==> src/rtl/sdram_avalon_master_if.sv <==
// sdram_avalon_master_if
//   Bundles the CPU-side request/response signals and the Avalon-MM
//   controller-side signals of sdram_avalon_master.
//   master modport: the view of the sdram_avalon_master block itself
//     (CPU request inputs, CPU response outputs, Avalon command outputs,
//     Avalon read-return and waitrequest inputs).
//   slave modport: the view of whatever surrounds it (CPU plus controller).
interface sdram_avalon_master_if;
    // CPU side
    logic        cpu_req;
    logic        cpu_we;
    logic [26:0] cpu_addr;
    logic [3:0]  cpu_be;
    logic [31:0] cpu_wdata;
    logic        cpu_ready;
    logic        cpu_rvalid;
    logic [31:0] cpu_rdata;
    logic        busy;
    logic        err_spurious;
    // Avalon-MM side towards the SDRAM controller
    logic [24:0] controller_address;
    logic [3:0]  controller_byteenable_n;
    logic        controller_chipselect;
    logic [31:0] controller_writedata;
    logic        controller_read_n;
    logic        controller_write_n;
    logic [31:0] controller_readdata;
    logic        controller_readdatavalid;
    logic        controller_waitrequest;

    modport master (
        input  cpu_req, cpu_we, cpu_addr, cpu_be, cpu_wdata,
        output cpu_ready, cpu_rvalid, cpu_rdata, busy, err_spurious,
        output controller_address, controller_byteenable_n, controller_chipselect,
        output controller_writedata, controller_read_n, controller_write_n,
        input  controller_readdata, controller_readdatavalid, controller_waitrequest
    );

    modport slave (
        output cpu_req, cpu_we, cpu_addr, cpu_be, cpu_wdata,
        input  cpu_ready, cpu_rvalid, cpu_rdata, busy, err_spurious,
        input  controller_address, controller_byteenable_n, controller_chipselect,
        input  controller_writedata, controller_read_n, controller_write_n,
        output controller_readdata, controller_readdatavalid, controller_waitrequest
    );
endinterface

==> src/rtl/sdram_avalon_master.sv <==
// sdram_avalon_master
//   Avalon-MM master driving the SDRAM controller slave port for the
//   RISC-V data-memory path. Converts a CPU request/ready interface
//   (byte address, active-high byte enables) into registered Avalon
//   read/write commands, honours waitrequest and keeps up to MAX_RD reads
//   in flight. Read data is returned in order, one cycle after
//   controller_readdatavalid.
// Ports:
//   clk_clk      : single clock, rising edge
//   reset_reset  : synchronous active-high reset
//   bus          : sdram_avalon_master_if.master (CPU request/response,
//                  busy, err_spurious, Avalon command and read-return)
module sdram_avalon_master #(
    parameter int MAX_RD = 4
) (
    input  logic                          clk_clk,
    input  logic                          reset_reset,
    sdram_avalon_master_if.master         bus
);
    localparam int            CW       = $clog2(MAX_RD + 1);
    localparam logic [CW:0]   MAX_RD_W = MAX_RD[CW:0];
    localparam logic [CW-1:0] CNT_ONE  = CW'(1);

    localparam logic [0:0] S_IDLE = 1'b0;
    localparam logic [0:0] S_CMD  = 1'b1;

    logic [0:0]    state_q, state_d;
    logic [CW-1:0] rd_cnt_q, rd_cnt_d;
    logic          cs_q, cs_d;
    logic          read_n_q, read_n_d;
    logic          write_n_q, write_n_d;
    logic [24:0]   addr_q, addr_d;
    logic [3:0]    ben_n_q, ben_n_d;
    logic [31:0]   wdata_q, wdata_d;
    logic          rvalid_q, rvalid_d;
    logic [31:0]   rdata_q, rdata_d;
    logic          err_q, err_d;

    logic          accept_slot, cmd_done, rd_done, rd_ret, spurious;
    logic          cpu_ready, accept;
    logic [CW:0]   rd_need;
    logic          addr_lsb_unused;

    // Word addressing only: the byte offset within the word is dropped.
    assign addr_lsb_unused = ^bus.cpu_addr[1:0];

    always_comb begin
        accept_slot = (state_q == S_IDLE) || !bus.controller_waitrequest;
        cmd_done    = (state_q == S_CMD) && !bus.controller_waitrequest;
        rd_done     = cmd_done && !read_n_q;
        // A read finishing on this edge already occupies a slot; a return on
        // the same edge is not credited, which keeps cpu_ready off the
        // readdatavalid path.
        rd_need     = {1'b0, rd_cnt_q} + {{CW{1'b0}}, rd_done};
        cpu_ready   = !reset_reset && accept_slot && (bus.cpu_we || (rd_need < MAX_RD_W));
        accept      = bus.cpu_req && cpu_ready;
        rd_ret      = bus.controller_readdatavalid && (rd_cnt_q != '0);
        spurious    = bus.controller_readdatavalid && (rd_cnt_q == '0);

        state_d   = state_q;
        cs_d      = cs_q;
        read_n_d  = read_n_q;
        write_n_d = write_n_q;
        addr_d    = addr_q;
        ben_n_d   = ben_n_q;
        wdata_d   = wdata_q;

        if (accept && !bus.cpu_we) begin
            // Reads always fetch the full word.
            state_d   = S_CMD;
            cs_d      = 1'b1;
            read_n_d  = 1'b0;
            write_n_d = 1'b1;
            addr_d    = bus.cpu_addr[26:2];
            ben_n_d   = 4'h0;
        end else if (accept && (bus.cpu_be != 4'h0)) begin
            state_d   = S_CMD;
            cs_d      = 1'b1;
            read_n_d  = 1'b1;
            write_n_d = 1'b0;
            addr_d    = bus.cpu_addr[26:2];
            ben_n_d   = ~bus.cpu_be;
            wdata_d   = bus.cpu_wdata;
        end else if (accept || cmd_done) begin
            // Empty write (no bytes enabled) is swallowed, or the last
            // command finished with nothing new behind it.
            state_d   = S_IDLE;
            cs_d      = 1'b0;
            read_n_d  = 1'b1;
            write_n_d = 1'b1;
        end

        case ({rd_done, rd_ret})
            2'b10:   rd_cnt_d = rd_cnt_q + CNT_ONE;
            2'b01:   rd_cnt_d = rd_cnt_q - CNT_ONE;
            default: rd_cnt_d = rd_cnt_q;
        endcase

        rvalid_d = rd_ret;
        rdata_d  = rd_ret ? bus.controller_readdata : rdata_q;
        err_d    = err_q || spurious;
    end

    always_ff @(posedge clk_clk) begin
        if (reset_reset) begin
            state_q   <= S_IDLE;
            rd_cnt_q  <= '0;
            cs_q      <= 1'b0;
            read_n_q  <= 1'b1;
            write_n_q <= 1'b1;
            addr_q    <= '0;
            ben_n_q   <= 4'hF;
            wdata_q   <= '0;
            rvalid_q  <= 1'b0;
            rdata_q   <= '0;
            err_q     <= 1'b0;
        end else begin
            state_q   <= state_d;
            rd_cnt_q  <= rd_cnt_d;
            cs_q      <= cs_d;
            read_n_q  <= read_n_d;
            write_n_q <= write_n_d;
            addr_q    <= addr_d;
            ben_n_q   <= ben_n_d;
            wdata_q   <= wdata_d;
            rvalid_q  <= rvalid_d;
            rdata_q   <= rdata_d;
            err_q     <= err_d;
        end
    end

    assign bus.cpu_ready               = cpu_ready;
    assign bus.cpu_rvalid              = rvalid_q;
    assign bus.cpu_rdata               = rdata_q;
    assign bus.busy                    = (state_q == S_CMD) || (rd_cnt_q != '0);
    assign bus.err_spurious            = err_q;
    assign bus.controller_address      = addr_q;
    assign bus.controller_byteenable_n = ben_n_q;
    assign bus.controller_chipselect   = cs_q;
    assign bus.controller_writedata    = wdata_q;
    assign bus.controller_read_n       = read_n_q;
    assign bus.controller_write_n      = write_n_q;
endmodule

==> src/flat_wrapper.sv <==
// flat-port wrapper written by rule: the top's interface ports become plain ports
module sdram_avalon_master_flat 
#(
    parameter int MAX_RD = 4
)
  (clk_clk, reset_reset, bus_cpu_req, bus_cpu_we, bus_cpu_addr, bus_cpu_be, bus_cpu_wdata, bus_cpu_ready, bus_cpu_rvalid, bus_cpu_rdata, bus_busy, bus_err_spurious, bus_controller_address, bus_controller_byteenable_n, bus_controller_chipselect, bus_controller_writedata, bus_controller_read_n, bus_controller_write_n, bus_controller_readdata, bus_controller_readdatavalid, bus_controller_waitrequest);
  sdram_avalon_master_if bus_i ();
  input  logic clk_clk;
  input  logic reset_reset;
  input wire logic [$bits(bus_i.cpu_req)-1:0] bus_cpu_req;
  input wire logic [$bits(bus_i.cpu_we)-1:0] bus_cpu_we;
  input wire logic [$bits(bus_i.cpu_addr)-1:0] bus_cpu_addr;
  input wire logic [$bits(bus_i.cpu_be)-1:0] bus_cpu_be;
  input wire logic [$bits(bus_i.cpu_wdata)-1:0] bus_cpu_wdata;
  output wire logic [$bits(bus_i.cpu_ready)-1:0] bus_cpu_ready;
  output wire logic [$bits(bus_i.cpu_rvalid)-1:0] bus_cpu_rvalid;
  output wire logic [$bits(bus_i.cpu_rdata)-1:0] bus_cpu_rdata;
  output wire logic [$bits(bus_i.busy)-1:0] bus_busy;
  output wire logic [$bits(bus_i.err_spurious)-1:0] bus_err_spurious;
  output wire logic [$bits(bus_i.controller_address)-1:0] bus_controller_address;
  output wire logic [$bits(bus_i.controller_byteenable_n)-1:0] bus_controller_byteenable_n;
  output wire logic [$bits(bus_i.controller_chipselect)-1:0] bus_controller_chipselect;
  output wire logic [$bits(bus_i.controller_writedata)-1:0] bus_controller_writedata;
  output wire logic [$bits(bus_i.controller_read_n)-1:0] bus_controller_read_n;
  output wire logic [$bits(bus_i.controller_write_n)-1:0] bus_controller_write_n;
  input wire logic [$bits(bus_i.controller_readdata)-1:0] bus_controller_readdata;
  input wire logic [$bits(bus_i.controller_readdatavalid)-1:0] bus_controller_readdatavalid;
  input wire logic [$bits(bus_i.controller_waitrequest)-1:0] bus_controller_waitrequest;
  assign bus_i.cpu_req = bus_cpu_req;
  assign bus_i.cpu_we = bus_cpu_we;
  assign bus_i.cpu_addr = bus_cpu_addr;
  assign bus_i.cpu_be = bus_cpu_be;
  assign bus_i.cpu_wdata = bus_cpu_wdata;
  assign bus_cpu_ready = bus_i.cpu_ready;
  assign bus_cpu_rvalid = bus_i.cpu_rvalid;
  assign bus_cpu_rdata = bus_i.cpu_rdata;
  assign bus_busy = bus_i.busy;
  assign bus_err_spurious = bus_i.err_spurious;
  assign bus_controller_address = bus_i.controller_address;
  assign bus_controller_byteenable_n = bus_i.controller_byteenable_n;
  assign bus_controller_chipselect = bus_i.controller_chipselect;
  assign bus_controller_writedata = bus_i.controller_writedata;
  assign bus_controller_read_n = bus_i.controller_read_n;
  assign bus_controller_write_n = bus_i.controller_write_n;
  assign bus_i.controller_readdata = bus_controller_readdata;
  assign bus_i.controller_readdatavalid = bus_controller_readdatavalid;
  assign bus_i.controller_waitrequest = bus_controller_waitrequest;
  sdram_avalon_master #(.MAX_RD(MAX_RD)) u_core (.clk_clk(clk_clk), .reset_reset(reset_reset), .bus(bus_i));
endmodule
==> config.mk <==
export PLATFORM = sky130hd
export DESIGN_NAME = sdram_avalon_master_flat
export DESIGN_NICKNAME = d
export VERILOG_FILES = /design/src/rtl/sdram_avalon_master_if.sv /design/src/rtl/sdram_avalon_master.sv /design/src/flat_wrapper.sv
export SDC_FILE = /design/constraint.sdc
export NUM_CORES = 1
export LEC_CHECK = 0
export BUFFER_PORTS_ARGS = -buffer_cell sky130_fd_sc_hd__buf_2
export CAP_MARGIN = 20
export CELL_PAD_IN_SITES_DETAIL_PLACEMENT = 0
export CELL_PAD_IN_SITES_GLOBAL_PLACEMENT = 1
export CORE_MARGIN = 1.5
export CORE_UTILIZATION = 29
export CTS_CLUSTER_SIZE = 16
export DETAILED_ROUTE_END_ITERATION = 10
export GPL_TIMING_DRIVEN = 0
export PLACE_DENSITY = 0.79
export SYNTH_ARGS = -nofsm -noshare
export SYNTH_HDL_FRONTEND = slang
export SYNTH_SLANG_ARGS = --single-unit
==> constraint.sdc <==
create_clock -name clk_clk -period 2.5 [get_ports clk_clk]
set_input_delay 0.25 -clock clk_clk [delete_from_list [all_inputs] [get_ports clk_clk]]
set_output_delay 0.25 -clock clk_clk [all_outputs]
set_load 0.01 [all_outputs]
# Word-level counts from Yosys, hierarchy flattened
# Cells that the tools add are included.
[classes] reduce_logical=27 n_mux=12 order_cmp=1 bitwise_logic=3 addsub=3 n_eq_ne=2
[op_table] operator="25-bit two-way mux" n=2
[op_table] operator="1-bit logical AND" n=9
[op_table] operator="4-bit two-way mux" n=2
[op_table] operator="1-bit two-way mux" n=7
[op_table] operator="3-bit one-hot mux with 2 select lines" n=1
[op_table] operator="2-bit nonzero test" n=3
[op_table] operator="3-bit nonzero test" n=2
[op_table] operator="1-bit logical OR" n=5
[op_table] operator="3-bit by 1-bit adder with 4-bit output" n=1
[op_table] operator="1-bit zero test" n=4
[op_table] operator="4-bit by 3-bit less-than comparator with 1-bit output (second input constant)" n=1
[op_table] operator="4-bit inverter" n=1
[op_table] operator="4-bit nonzero test" n=1
[op_table] operator="3-bit by 1-bit adder with 3-bit output (second input constant)" n=1
[op_table] operator="3-bit zero test" n=1
[op_table] operator="3-bit by 1-bit subtractor with 3-bit output (second input constant)" n=1
[op_table] operator="2-bit by 1-bit == test with 1-bit output (second input constant)" n=1
[op_table] operator="2-bit == test (second input constant)" n=1
[op_table] operator="1-bit inverter" n=2
[op_table] operator="2-bit AND reduction" n=1
[op_table] operator="2-bit OR reduction" n=1
[word_totals] output_inout_bits=100 register_bits=101 wordCells=58

# Depth between registers and ports, before layout
# Gate-level depths: netlist of the first run.
[logic_depth] depth_word=12 depth_mapped=11 mapped_depth_nobuf=9

# Least setup slack after synthesis of the first run
# OpenSTA, ideal clock, no wires.
[synth_path] path_kind="register -> register" from="register u_core.rd_cnt_q[0]" to="register u_core.rd_cnt_q[2]" path_slack_ns=0.106 t_arrival_ns=2.324 stages_incl_launch_ff=12 setup_ns=0.070 path_cell_list="dfxtp_1 nor3_1 nand2b_1 clkbuf_1 inv_1 clkbuf_1 ha_1 inv_1 fa_1 xor2_1 or3_1 a21oi_1"
[synth_between] elab_chain_cells=4
[synth_rtl] item="start, declared" line_no="sdram_avalon_master.sv:28" source="logic [CW-1:0] rd_cnt_q, rd_cnt_d;"
[synth_rtl] item="start signal, assigned" line_no="sdram_avalon_master.sv:119" source="rd_cnt_q <= rd_cnt_d;"
[synth_rtl] item="3-bit nonzero test (*)" line_no="sdram_avalon_master.sv:57" source="rd_ret = bus.controller_readdatavalid && (rd_cnt_q != '0);"
[synth_rtl] item="1-bit logical AND (*)" line_no="sdram_avalon_master.sv:57"
[synth_rtl] item="named net u_core.rd_ret" line_no="sdram_avalon_master.sv:39" source="logic accept_slot, cmd_done, rd_done, rd_ret, spurious;"
[synth_rtl] item="2-bit by 1-bit == test with 1-bit output / 2-bit == test (equally long branches)" line_no="sdram_avalon_master.sv:93" source="case ({rd_done, rd_ret})"
[synth_rtl] item="3-bit one-hot mux with 2 select lines / 2-bit nonzero test (equally long branches)"
# Mark *: on every way through the listed nets, which the timed path passes. The rest lies on a longest branch.
# A chain may end at the register's enable or synchronous reset.

# Worst setup path after layout of the first run
[layout_path] from="register u_core.rd_cnt_q[2]" to="register u_core.rd_cnt_q[2]"
[layout_between] elab_chain_cells=4
[layout_rtl] item="parallel branches: the longest is 4 deep, another holds 3-bit by 1-bit subtractor with 3-bit output"
# Parallel ways; which one is timed is not known.

==> impl_metrics.json, run 1 <==
{
  "run_status": "completed",
  "cp_max_fanout": 7,
  "setup_viol": 0,
  "largest_net_degree_at_the_start_of_global_routing": 15,
  "gpl.final_weighted_congestion": 0.7742,
  "clockRootBuffer": "sky130_fd_sc_hd__clkbuf_16",
  "holdCritPathClass": "input pin to register",
  "dp_hpwl_mm": 8.037,
  "floorplan.die_area_um2": 13850,
  "synth_most_common_cell": "sky130_fd_sc_hd__nand2_1",
  "finalNonFillerCells": 808,
  "die_h_um": 117.7,
  "synthesis.area_um2": 3815,
  "pre_cts_ws_ns": -0.2824,
  "first_global_vias": 3580,
  "timing.fmax_ghz": 0.4449,
  "initial_antenna_violation_count": 0,
  "end_kind": "register",
  "worst_slew_margin_rel_pct": 65.48,
  "critPathLaunch": "u_core.rd_cnt_q[2]$_SDFFE_PP0P_",
  "ys_top_cells_by_count": "sky130_fd_sc_hd__nand2_1, sky130_fd_sc_hd__dfxtp_1, sky130_fd_sc_hd__a21oi_1",
  "clkSlewWorstSetupHoldPaths_ns": 0.07,
  "coreArea_um2": 12720,
  "grt_util_all_layers_pct": 15.35,
  "p_seq_share_pct": 51.1,
  "power_density_nw_per_um2": 630.9,
  "dpl.cell_count": 792,
  "cts-buffers-inserted": 9,
  "io_pins": 201,
  "netlist.area_leader.share_pct": 53.00,
  "crit-reg2reg-launch": "u_core.rd_cnt_q[2]$_SDFFE_PP0P_",
  "maxCapViolCount": 0,
  "grt_first_pass_wirelength_mm": 17.22,
  "crit_arrival_ns": 2.52,
  "leakage_uw": 0.002450,
  "htreeDepth": 3,
  "global_route.overflow_total": 0,
  "finClkSkew_ns": 0.008420,
  "power.combinational.fraction_pct": 11.3,
  "drt.antenna.violating_nets": 0,
  "num_rows": 41,
  "clkPwrFrac_pct": 37.6,
  "required_ns": 2.77,
  "drt_pass1_iterations": 4,
  "clkLatencyLatePin_ns": 0.34,
  "routed_wirelength_mm": 10.41,
  "die_width_um": 117.7,
  "synth.lib_cells_used.distinct": 31,
  "internal-power_uw": 2544,
  "worstSetupPathType": "register to register",
  "synth-async-reset-ratio_pct": 0,
  "dr_total_vias": 3516,
  "clock_tree_buffer_depth": 2,
  "largest_area_contributor_in_the_netlist": "sky130_fd_sc_hd__dfxtp_1",
  "syn_area_per_cell_um2": 9.040,
  "timing.reg2reg.setup_slack_ns": 0.25,
  "number_of_sinks_handled_by_clock_tree_synthesis": 101,
  "synth_seq_area_share_pct": 53.00,
  "synth_ff_type": "sky130_fd_sc_hd__dfxtp_1",
  "synth_nets": 525,
  "finalNetCount": 733,
  "switching_share_pct": 23.66,
  "crit_path_launch_type": "register",
  "area_growth_syn_to_layout_pct": 38.44,
  "drt_iter0_markers": 119,
  "holdCritStartpoint": "bus_cpu_addr[22]",
  "synth_top_cells_by_area": "sky130_fd_sc_hd__dfxtp_1, sky130_fd_sc_hd__nand2_1, sky130_fd_sc_hd__mux2_4, sky130_fd_sc_hd__a21oi_1, sky130_fd_sc_hd__nor2b_1",
  "transition_time_of_the_tightest_slew_check_pin_ns": 0.5177,
  "ys_warns": 0,
  "cts_tree": "yes",
  "portBuffers": 198,
  "avgViaCountPerCell": 4.351,
  "power.ir.vdd_worst_mv": 0.2358,
  "synth_seq_cells": 101,
  "initial_standard_cell_utilization_of_the_core_pct": 29.99,
  "synth_enable_flop_cells": 0,
  "synthesis.instances": 422,
  "post-route-period-util_pct": 89.91,
  "power_switching_uw": 788.2,
  "unrepaired_setup_endpoints_after_global_routing": "false",
  "setup_ws_ns": 0.2522,
  "post_route_cells_drive_above_1_share_pct": 38.90,
  "detail_route.wl_per_cell_um": 12.88,
  "fin_max_slew_vios": 0,
  "drc": 0,
  "post-route-min-period_ns": 2.248,
  "timing_hold_violations_final": 0
}
timing repair:
item | CTS | global route
buffers inserted | 1 | 0
setup endpoints to repair | 2 | 2
gates resized for setup | 1 | 0
hold buffers | 0 | 0
power groups by stage:
| stage | registers, uW | logic [uW] | clock network [uW] |
|---|---|---|---|
| 2_1_floorplan | 1770 | 167 | 0 |
| 3_3_place_gp | 1740 | 376 | 0 |
| 3_5_place_dp | 1740 | 382 | 0 |
| 4_1_cts | 1700 | 384 | 1290 |
| 5_1_grt | 1710 | 414 | 1370 |
| 6_report | 1700 | 377 | 1250 |
sequential cells by signal (all words and copies together), names as in the netlist:
name and count:
u_core.bus.controller_write_n 1, u_core.bus.controller_read_n 1, u_core.bus.cpu_rdata 32, u_core.state_q 1, u_core.rd_cnt_q 3, u_core.bus.cpu_rvalid 1
u_core.bus.controller_address 25, u_core.bus.err_spurious 1, u_core.bus.controller_byteenable_n 4, u_core.bus.controller_writedata 32
cell type report:
cell class / instances / area, um2
Clock buffer: 14 / 244.0
Tap cell: 172 / 215.2
Antenna cell: 1 / 2.502
Inverter: 5 / 22.52
Fill cell: 1348 / 7441
Timing Repair Buffer: 199 / 998.5
Sequential cell: 101 / 2022
Multi-Input combinational cell: 288 / 1640
Clock inverter: 2 / 10.01
Buffer: 26 / 126.4
worst paths after layout:
kind	to	cells past startpoint
worst min-delay path	u_core.bus.controller_address[20]$_SDFFE_PP0P_	2
worst max-delay path	u_core.rd_cnt_q[2]$_SDFFE_PP0P_	9
worst min register to register	u_core.bus.cpu_rdata[14]$_SDFFE_PP0N_	2
worst max register to register	u_core.rd_cnt_q[2]$_SDFFE_PP0P_	9
cells in the final DEF (no fill, tap or decap):
cell / instances
sky130_fd_sc_hd__a211o_1: 4
sky130_fd_sc_hd__a21boi_0: 1
sky130_fd_sc_hd__a21o_1: 1
sky130_fd_sc_hd__a21oi_1: 68
sky130_fd_sc_hd__a21oi_2: 1
sky130_fd_sc_hd__and3b_1: 1
sky130_fd_sc_hd__and4b_1: 1
sky130_fd_sc_hd__buf_1: 2
sky130_fd_sc_hd__buf_2: 203
sky130_fd_sc_hd__buf_4: 1
sky130_fd_sc_hd__buf_6: 3
sky130_fd_sc_hd__clkbuf_1: 21
sky130_fd_sc_hd__clkbuf_16: 9
sky130_fd_sc_hd__clkinv_2: 2
sky130_fd_sc_hd__clkinvlp_4: 1
sky130_fd_sc_hd__dfxtp_1: 101
sky130_fd_sc_hd__diode_2: 1
sky130_fd_sc_hd__fa_1: 1
sky130_fd_sc_hd__ha_1: 1
sky130_fd_sc_hd__inv_1: 4
sky130_fd_sc_hd__mux2_4: 25
sky130_fd_sc_hd__nand2_1: 130
sky130_fd_sc_hd__nand2b_1: 4
sky130_fd_sc_hd__nand3_1: 1
sky130_fd_sc_hd__nand3b_1: 2
sky130_fd_sc_hd__nand4b_1: 1
sky130_fd_sc_hd__nor2_1: 9
sky130_fd_sc_hd__nor2b_1: 25
sky130_fd_sc_hd__nor3_1: 3
sky130_fd_sc_hd__nor4_1: 1
sky130_fd_sc_hd__o21ai_0: 1
sky130_fd_sc_hd__o21bai_1: 2
sky130_fd_sc_hd__or2_2: 1
sky130_fd_sc_hd__or3_1: 1
sky130_fd_sc_hd__or3b_4: 1
sky130_fd_sc_hd__xor2_1: 2
metal layers:
| layer | part of all wire (%) | GRT usage, % |
|---|---|---|
| met5 | 0 | 0 |
| met4 | 2.4 | 6.784 |
| met3 | 6.8 | 4.360 |
| met2 | 46 | 24.96 |
| met1 | 45 | 18.92 |
critical path: stages (launching register included):
cell and delay (ns):
sky130_fd_sc_hd__dfxtp_1 0.35, sky130_fd_sc_hd__nor3_1 0.33, sky130_fd_sc_hd__nand2b_1 0.35, sky130_fd_sc_hd__clkinvlp_4 0.17, sky130_fd_sc_hd__ha_1 0.22, sky130_fd_sc_hd__inv_1 0.07
sky130_fd_sc_hd__fa_1 0.18, sky130_fd_sc_hd__xor2_1 0.08, sky130_fd_sc_hd__or3_1 0.30, sky130_fd_sc_hd__a21oi_1 0.13
metrics by stage:
step	area [um2]	power (uW)	utilization [%]	TNS, ns	hold WS (ns)
3_5_place_dp	5021	2121	39.47	-0.3513	0.4430
5_1_grt	5279	3492	41.49	0	0.1179
6_report	5281	3332	41.51	0	0.1319
3_3_place_gp	5021	2112	39.47	-0.2361	0.4383
2_1_floorplan	3815	1935	-	0	0.3860
4_1_cts	5283	3380	41.52	0	0.1190
kinds of logic after synthesis:
family	count (synthesis)	synth area share (%)
flops	101	53.00
compound gates	78	10.99
xor+xnor	2	0.4593
buf+inv	33	4.001
simple gates	181	20.86
mux	25	9.839
fa+ha+maj	2	0.8527
(Power assumes the default switching activity.)
==> run 2: changes to the inputs <==
Settings changed: RECOVER_POWER from default to 100.
==> impl_metrics.json, run 2 (synthesized netlist as in run 1, its figures left out) <==
{
  "crit_path_launch_type": "register",
  "avgViaCountPerCell": 4.364,
  "dp_hpwl_mm": 8.037,
  "largest_net_degree_at_the_start_of_global_routing": 15,
  "required_ns": 2.77,
  "worst_slew_margin_rel_pct": 60.76,
  "timing.reg2reg.setup_slack_ns": 0.26,
  "drt_pass1_iterations": 4,
  "maxCapViolCount": 0,
  "die_h_um": 117.7,
  "global_route.overflow_total": 0,
  "r2r-end": "u_core.rd_cnt_q[2]$_SDFFE_PP0P_",
  "holdCritStartpoint": "bus_cpu_addr[16]",
  "unrepaired_setup_endpoints_after_global_routing": "false",
  "critPathLaunch": "u_core.rd_cnt_q[2]$_SDFFE_PP0P_",
  "die_width_um": 117.7,
  "num-fill-cells": 1418,
  "floorplan.die_area_um2": 13850,
  "post_route_cells_drive_above_1_share_pct": 18.43,
  "timing_hold_violations_final": 0,
  "routed_wirelength_mm": 10.42,
  "crit_arrival_ns": 2.51,
  "post-route-min-period_ns": 2.241,
  "power_density_nw_per_um2": 650.6,
  "htreeDepth": 3,
  "holdCritPathClass": "input pin to register",
  "setup_viol": 0,
  "highest_layer": "met4",
  "drc": 0,
  "clockRootBuffer": "sky130_fd_sc_hd__clkbuf_16",
  "num_rows": 41,
  "dr_wl_met2_mm": 4.837,
  "portBuffers": 198,
  "cts_tree": "yes",
  "run_status": "completed",
  "cts-buffers-inserted": 9,
  "finClkSkew_ns": 0.008583,
  "cts_hold_repair.buffers": 0,
  "pre_cts_ws_ns": -0.2824,
  "finalNetCount": 733,
  "coreArea_um2": 12720,
  "finalHoldWorstSlack_ns": 0.1111,
  "fin_max_slew_vios": 0,
  "number_of_sinks_handled_by_clock_tree_synthesis": 101,
  "setup_ws_ns": 0.2589,
  "clkLatencyLatePin_ns": 0.34,
  "power.ir.vdd_worst_mv": 0.2272,
  "fin_tns_setup_ns": 0,
  "dr_total_vias": 3526,
  "grt_first_pass_wirelength_mm": 17.22,
  "initial_antenna_violation_count": 0,
  "end_kind": "register",
  "clock_tree_buffer_depth": 2,
  "gpl.final_weighted_congestion": 0.7742,
  "post-route-period-util_pct": 89.64,
  "timing.fmax_ghz": 0.4462,
  "drt.antenna.violating_nets": 0,
  "cp_max_fanout": 7,
  "layout.cells.most_common_list": "sky130_fd_sc_hd__nand2_1, sky130_fd_sc_hd__clkbuf_1, sky130_fd_sc_hd__dfxtp_1",
  "min_delay_worst_endpoint": "u_core.bus.controller_address[14]$_SDFFE_PP0P_",
  "grt_util_all_layers_pct": 15.35,
  "io_pins": 201,
  "transition_time_of_the_tightest_slew_check_pin_ns": 0.5887,
  "r2r.worst_path.cells": 9,
  "detail_route.wl_per_cell_um": 12.89,
  "leakage_uw": 0.001956,
  "clkSlewWorstSetupHoldPaths_ns": 0.06,
  "hold_path_depth": 2,
  "initial_standard_cell_utilization_of_the_core_pct": 29.99,
  "crit-reg2reg-launch": "u_core.rd_cnt_q[2]$_SDFFE_PP0P_",
  "wl_met3_um": 714,
  "first_global_vias": 3580,
  "worstSetupPathType": "register to register",
  "final_common_cell": "sky130_fd_sc_hd__nand2_1",
  "area_growth_syn_to_layout_pct": 32.08,
  "drt_iter0_markers": 120,
  "wire_length_the_detailed_router_placed_on_met1_mm": 4.613
}
## run 2: cell types whose count changed in the layout (fill, tap and decap cells not counted), moves of 2 or more
cell                       previous run  this run
sky130_fd_sc_hd__buf_2              203        99
sky130_fd_sc_hd__buf_1                2         0
sky130_fd_sc_hd__clkbuf_2             0         2
sky130_fd_sc_hd__clkbuf_1            21       129
sky130_fd_sc_hd__mux2_4              25         3
sky130_fd_sc_hd__buf_6                3         0
sky130_fd_sc_hd__mux2_1               0        22
## run 2: per-layer routing
layer	GRT usage, %	vias to the layer above
met3	4.360	16
li1	-	1792
met4	6.784	0
met5	0	-
met1	18.92	1598
met2	24.96	120
## run 2: timing repair
action,in CTS,in global routing
hold endpoints to repair,0,0
resized for setup,1,0
buffers inserted,1,0
endpoints found under the setup margin,2,2
## run 2: where the power goes
part	internal (uW)	switching, uW	total [uW]	leakage, uW
combinational	148	175	322	0.00101
clock	675	576	1250	0.000125
sequential	1670	32.4	1710	0.000823
total	2500	783	3280	0.00196
## run 2: final cells by class
class                   count  area, um2  area share (%)
clock inverters             2      10.01          0.1987
clock buffers              14      244.0           4.842
well taps                 172      215.2           4.271
inverters                   5      22.52          0.4470
multi-input cells         288       1551           30.79
flip-flops and latches    101       2022           40.13
repair buffers            199      868.3           17.23
diodes                      1      2.502         0.04966
plain buffers              26      102.6           2.036
## run 2: worst max path at each step
stage / depth (start not counted) / end / slack, ns
final: 9 / u_core.rd_cnt_q[2]$_SDFFE_PP0P_ / 0.26
after floorplan: 11 / u_core.rd_cnt_q[2]$_SDFFE_PP0P_ / 0.11
after detailed placement: 11 / u_core.rd_cnt_q[2]$_SDFFE_PP0P_ / -0.28
after global placement: 11 / u_core.rd_cnt_q[2]$_SDFFE_PP0P_ / -0.22
after global routing: 9 / u_core.rd_cnt_q[2]$_SDFFE_PP0P_ / 0.02
after CTS: 10 / u_core.rd_cnt_q[2]$_SDFFE_PP0P_ / 0.11
## run 2: stage by stage
stage,instances,util (%),area [um2],total power (uW)
3_5_place_dp,792,39.47,5021,2121
2_1_floorplan,422,-,3815,1935
4_1_cts,808,41.52,5283,3380
6_report,808,39.60,5039,3278
5_1_grt,807,39.59,5036,3441
3_3_place_gp,792,39.47,5021,2112
## run 2: critical path: stages, from the launching register on
cell                         delay [ns]
sky130_fd_sc_hd__dfxtp_1           0.35
sky130_fd_sc_hd__nor3_1            0.33
sky130_fd_sc_hd__nand2b_1          0.35
sky130_fd_sc_hd__clkinvlp_4        0.16
sky130_fd_sc_hd__ha_1              0.22
sky130_fd_sc_hd__inv_1             0.07
sky130_fd_sc_hd__fa_1              0.18
sky130_fd_sc_hd__xor2_1            0.08
sky130_fd_sc_hd__or3_1             0.30
sky130_fd_sc_hd__a21oi_1           0.13
==> run 3: changes to the inputs <==
Settings changed: RECOVER_POWER 100 to 25.
==> impl_metrics.json, run 3 (synthesized netlist as in run 1, its figures left out) <==
{
  "run_status": "completed",
  "hold_path_depth": 2,
  "drc": 0,
  "transition_time_of_the_tightest_slew_check_pin_ns": 0.5236,
  "initial_standard_cell_utilization_of_the_core_pct": 29.99,
  "io_pins": 201,
  "power_density_nw_per_um2": 636.9,
  "htreeDepth": 3,
  "crit_path_launch_type": "register",
  "largest_net_degree_at_the_start_of_global_routing": 15,
  "power.combinational.fraction_pct": 11.1,
  "end_kind": "register",
  "dr_total_vias": 3520,
  "cts-buffers-inserted": 9,
  "grt_first_pass_wirelength_mm": 17.22,
  "detail_route.wl_per_cell_um": 12.94,
  "dp_hpwl_mm": 8.037,
  "cts_tree": "yes",
  "die_width_um": 117.7,
  "min_delay_worst_endpoint": "u_core.bus.controller_address[20]$_SDFFE_PP0P_",
  "r2r-end": "u_core.rd_cnt_q[2]$_SDFFE_PP0P_",
  "cp_max_fanout": 7,
  "power.ir.vdd_worst_mv": 0.2359,
  "area_growth_syn_to_layout_pct": 36.80,
  "finClkSkew_ns": 0.008473,
  "timing.reg2reg.setup_slack_ns": 0.25,
  "required_ns": 2.77,
  "drt_iter0_markers": 120,
  "finalNonFillerCells": 808,
  "crit-reg2reg-launch": "u_core.rd_cnt_q[2]$_SDFFE_PP0P_",
  "drt.antenna.violating_nets": 0,
  "crit_arrival_ns": 2.52,
  "holdCritStartpoint": "bus_cpu_addr[22]",
  "post-route-min-period_ns": 2.248,
  "post_route_cells_drive_above_1_share_pct": 31.02,
  "fin_max_slew_vios": 0,
  "num_rows": 41,
  "floorplan.die_area_um2": 13850,
  "clkPwrFrac_pct": 37.6,
  "avgViaCountPerCell": 4.356,
  "clkSlewWorstSetupHoldPaths_ns": 0.07,
  "r2r.worst_path.cells": 9,
  "first_global_vias": 3580,
  "timing.fmax_ghz": 0.4448,
  "maxCapViolCount": 0,
  "clockRootBuffer": "sky130_fd_sc_hd__clkbuf_16",
  "unrepaired_setup_endpoints_after_global_routing": "false",
  "coreArea_um2": 12720,
  "layout.cells.most_common_list": "sky130_fd_sc_hd__buf_2, sky130_fd_sc_hd__nand2_1, sky130_fd_sc_hd__dfxtp_1",
  "global_route.overflow_total": 0,
  "portBuffers": 198,
  "post-route-period-util_pct": 89.93,
  "number_of_sinks_handled_by_clock_tree_synthesis": 101,
  "drt_pass1_iterations": 4,
  "die_h_um": 117.7,
  "worstSetupPathType": "register to register",
  "cts_hold_repair.buffers": 0,
  "num-fill-cells": 1377,
  "p_seq_share_pct": 51.3,
  "final_common_cell": "sky130_fd_sc_hd__buf_2",
  "setup_viol": 0,
  "leakage_uw": 0.002244,
  "gpl.final_weighted_congestion": 0.7742,
  "clkLatencyLatePin_ns": 0.34,
  "finalNetCount": 733,
  "final_core_utilization_pct": 41.02,
  "internal-power_uw": 2535,
  "worst_slew_margin_rel_pct": 65.09,
  "clock_tree_buffer_depth": 2,
  "holdCritPathClass": "input pin to register",
  "grt_util_all_layers_pct": 15.35,
  "switching_share_pct": 23.74,
  "power_switching_uw": 789.2,
  "routed_wirelength_mm": 10.46,
  "timing_hold_violations_final": 0,
  "initial_antenna_violation_count": 0,
  "dpl.cell_count": 792
}
-- run 3: worst max-delay path, cell delays in order, from the launching register on --
cell                         delay (ns)
sky130_fd_sc_hd__dfxtp_1           0.35
sky130_fd_sc_hd__nor3_1            0.33
sky130_fd_sc_hd__nand2b_1          0.35
sky130_fd_sc_hd__clkinvlp_4        0.17
sky130_fd_sc_hd__ha_1              0.22
sky130_fd_sc_hd__inv_1             0.07
sky130_fd_sc_hd__fa_1              0.18
sky130_fd_sc_hd__xor2_1            0.08
sky130_fd_sc_hd__or3_1             0.30
sky130_fd_sc_hd__a21oi_1           0.13
-- run 3: power by group through the flow --
stage | sequential, uW | clock (uW) | combinational (uW)
2_1_floorplan | 1770 | 0 | 167
3_3_place_gp | 1740 | 0 | 376
3_5_place_dp | 1740 | 0 | 382
4_1_cts | 1700 | 1290 | 384
5_1_grt | 1710 | 1370 | 405
6_report | 1700 | 1250 | 369
-- run 3: final cells by class --
cell class,instances,area (um2),share of cell area [%]
Sequential cell,101,2022,38.74
Multi-Input combinational cell,288,1640,31.43
Timing Repair Buffer,199,935.9,17.93
Clock buffer,14,244.0,4.675
Tap cell,172,215.2,4.124
Buffer,26,126.4,2.421
Inverter,5,22.52,0.4316
Clock inverter,2,10.01,0.1918
Antenna cell,1,2.502,0.04795
-- run 3: stage by stage --
| step | power, uW | hold slack, ns | area [um2] | worst slack [ns] | TNS [ns] |
|---|---|---|---|---|---|
| after global placement | 2112 | 0.4383 | 5021 | -0.2220 | -0.2361 |
| final | 3324 | 0.1321 | 5219 | 0.2518 | 0 |
| after CTS | 3380 | 0.1190 | 5283 | 0.1099 | 0 |
| after detailed placement | 2121 | 0.4430 | 5021 | -0.2824 | -0.3513 |
| after floorplan | 1935 | 0.3860 | 3815 | 0.1056 | 0 |
| after global routing | 3485 | 0.1179 | 5216 | 0.01735 | 0 |
-- run 3: worst max path at each step --
stage / start / end / slack [ns]
3_3_place_gp: u_core.rd_cnt_q[2]$_SDFFE_PP0P_ / u_core.rd_cnt_q[2]$_SDFFE_PP0P_ / -0.22
5_1_grt: u_core.rd_cnt_q[2]$_SDFFE_PP0P_ / u_core.rd_cnt_q[2]$_SDFFE_PP0P_ / 0.02
3_5_place_dp: u_core.rd_cnt_q[2]$_SDFFE_PP0P_ / u_core.rd_cnt_q[2]$_SDFFE_PP0P_ / -0.28
2_1_floorplan: u_core.rd_cnt_q[0]$_SDFFE_PP0P_ / u_core.rd_cnt_q[2]$_SDFFE_PP0P_ / 0.11
6_report: u_core.rd_cnt_q[2]$_SDFFE_PP0P_ / u_core.rd_cnt_q[2]$_SDFFE_PP0P_ / 0.25
4_1_cts: u_core.rd_cnt_q[2]$_SDFFE_PP0P_ / u_core.rd_cnt_q[2]$_SDFFE_PP0P_ / 0.11
-- run 3: what timing repair did --
| item | in CTS | in global routing |
|---|---|---|
| setup endpoints to repair | 2 | 2 |
| pin swaps | 0 | 0 |
| gates resized for setup | 1 | 0 |
| setup buffers | 1 | 0 |
-- run 3: routing by layer --
layer / vias up / track usage (%) / wire length, um
met5: - / 0 / 0
met1: 1581 / 18.92 / 4685
li1: 1791 / - / -
met4: 0 / 6.784 / 252
met2: 132 / 24.96 / 4788
met3: 16 / 4.360 / 731
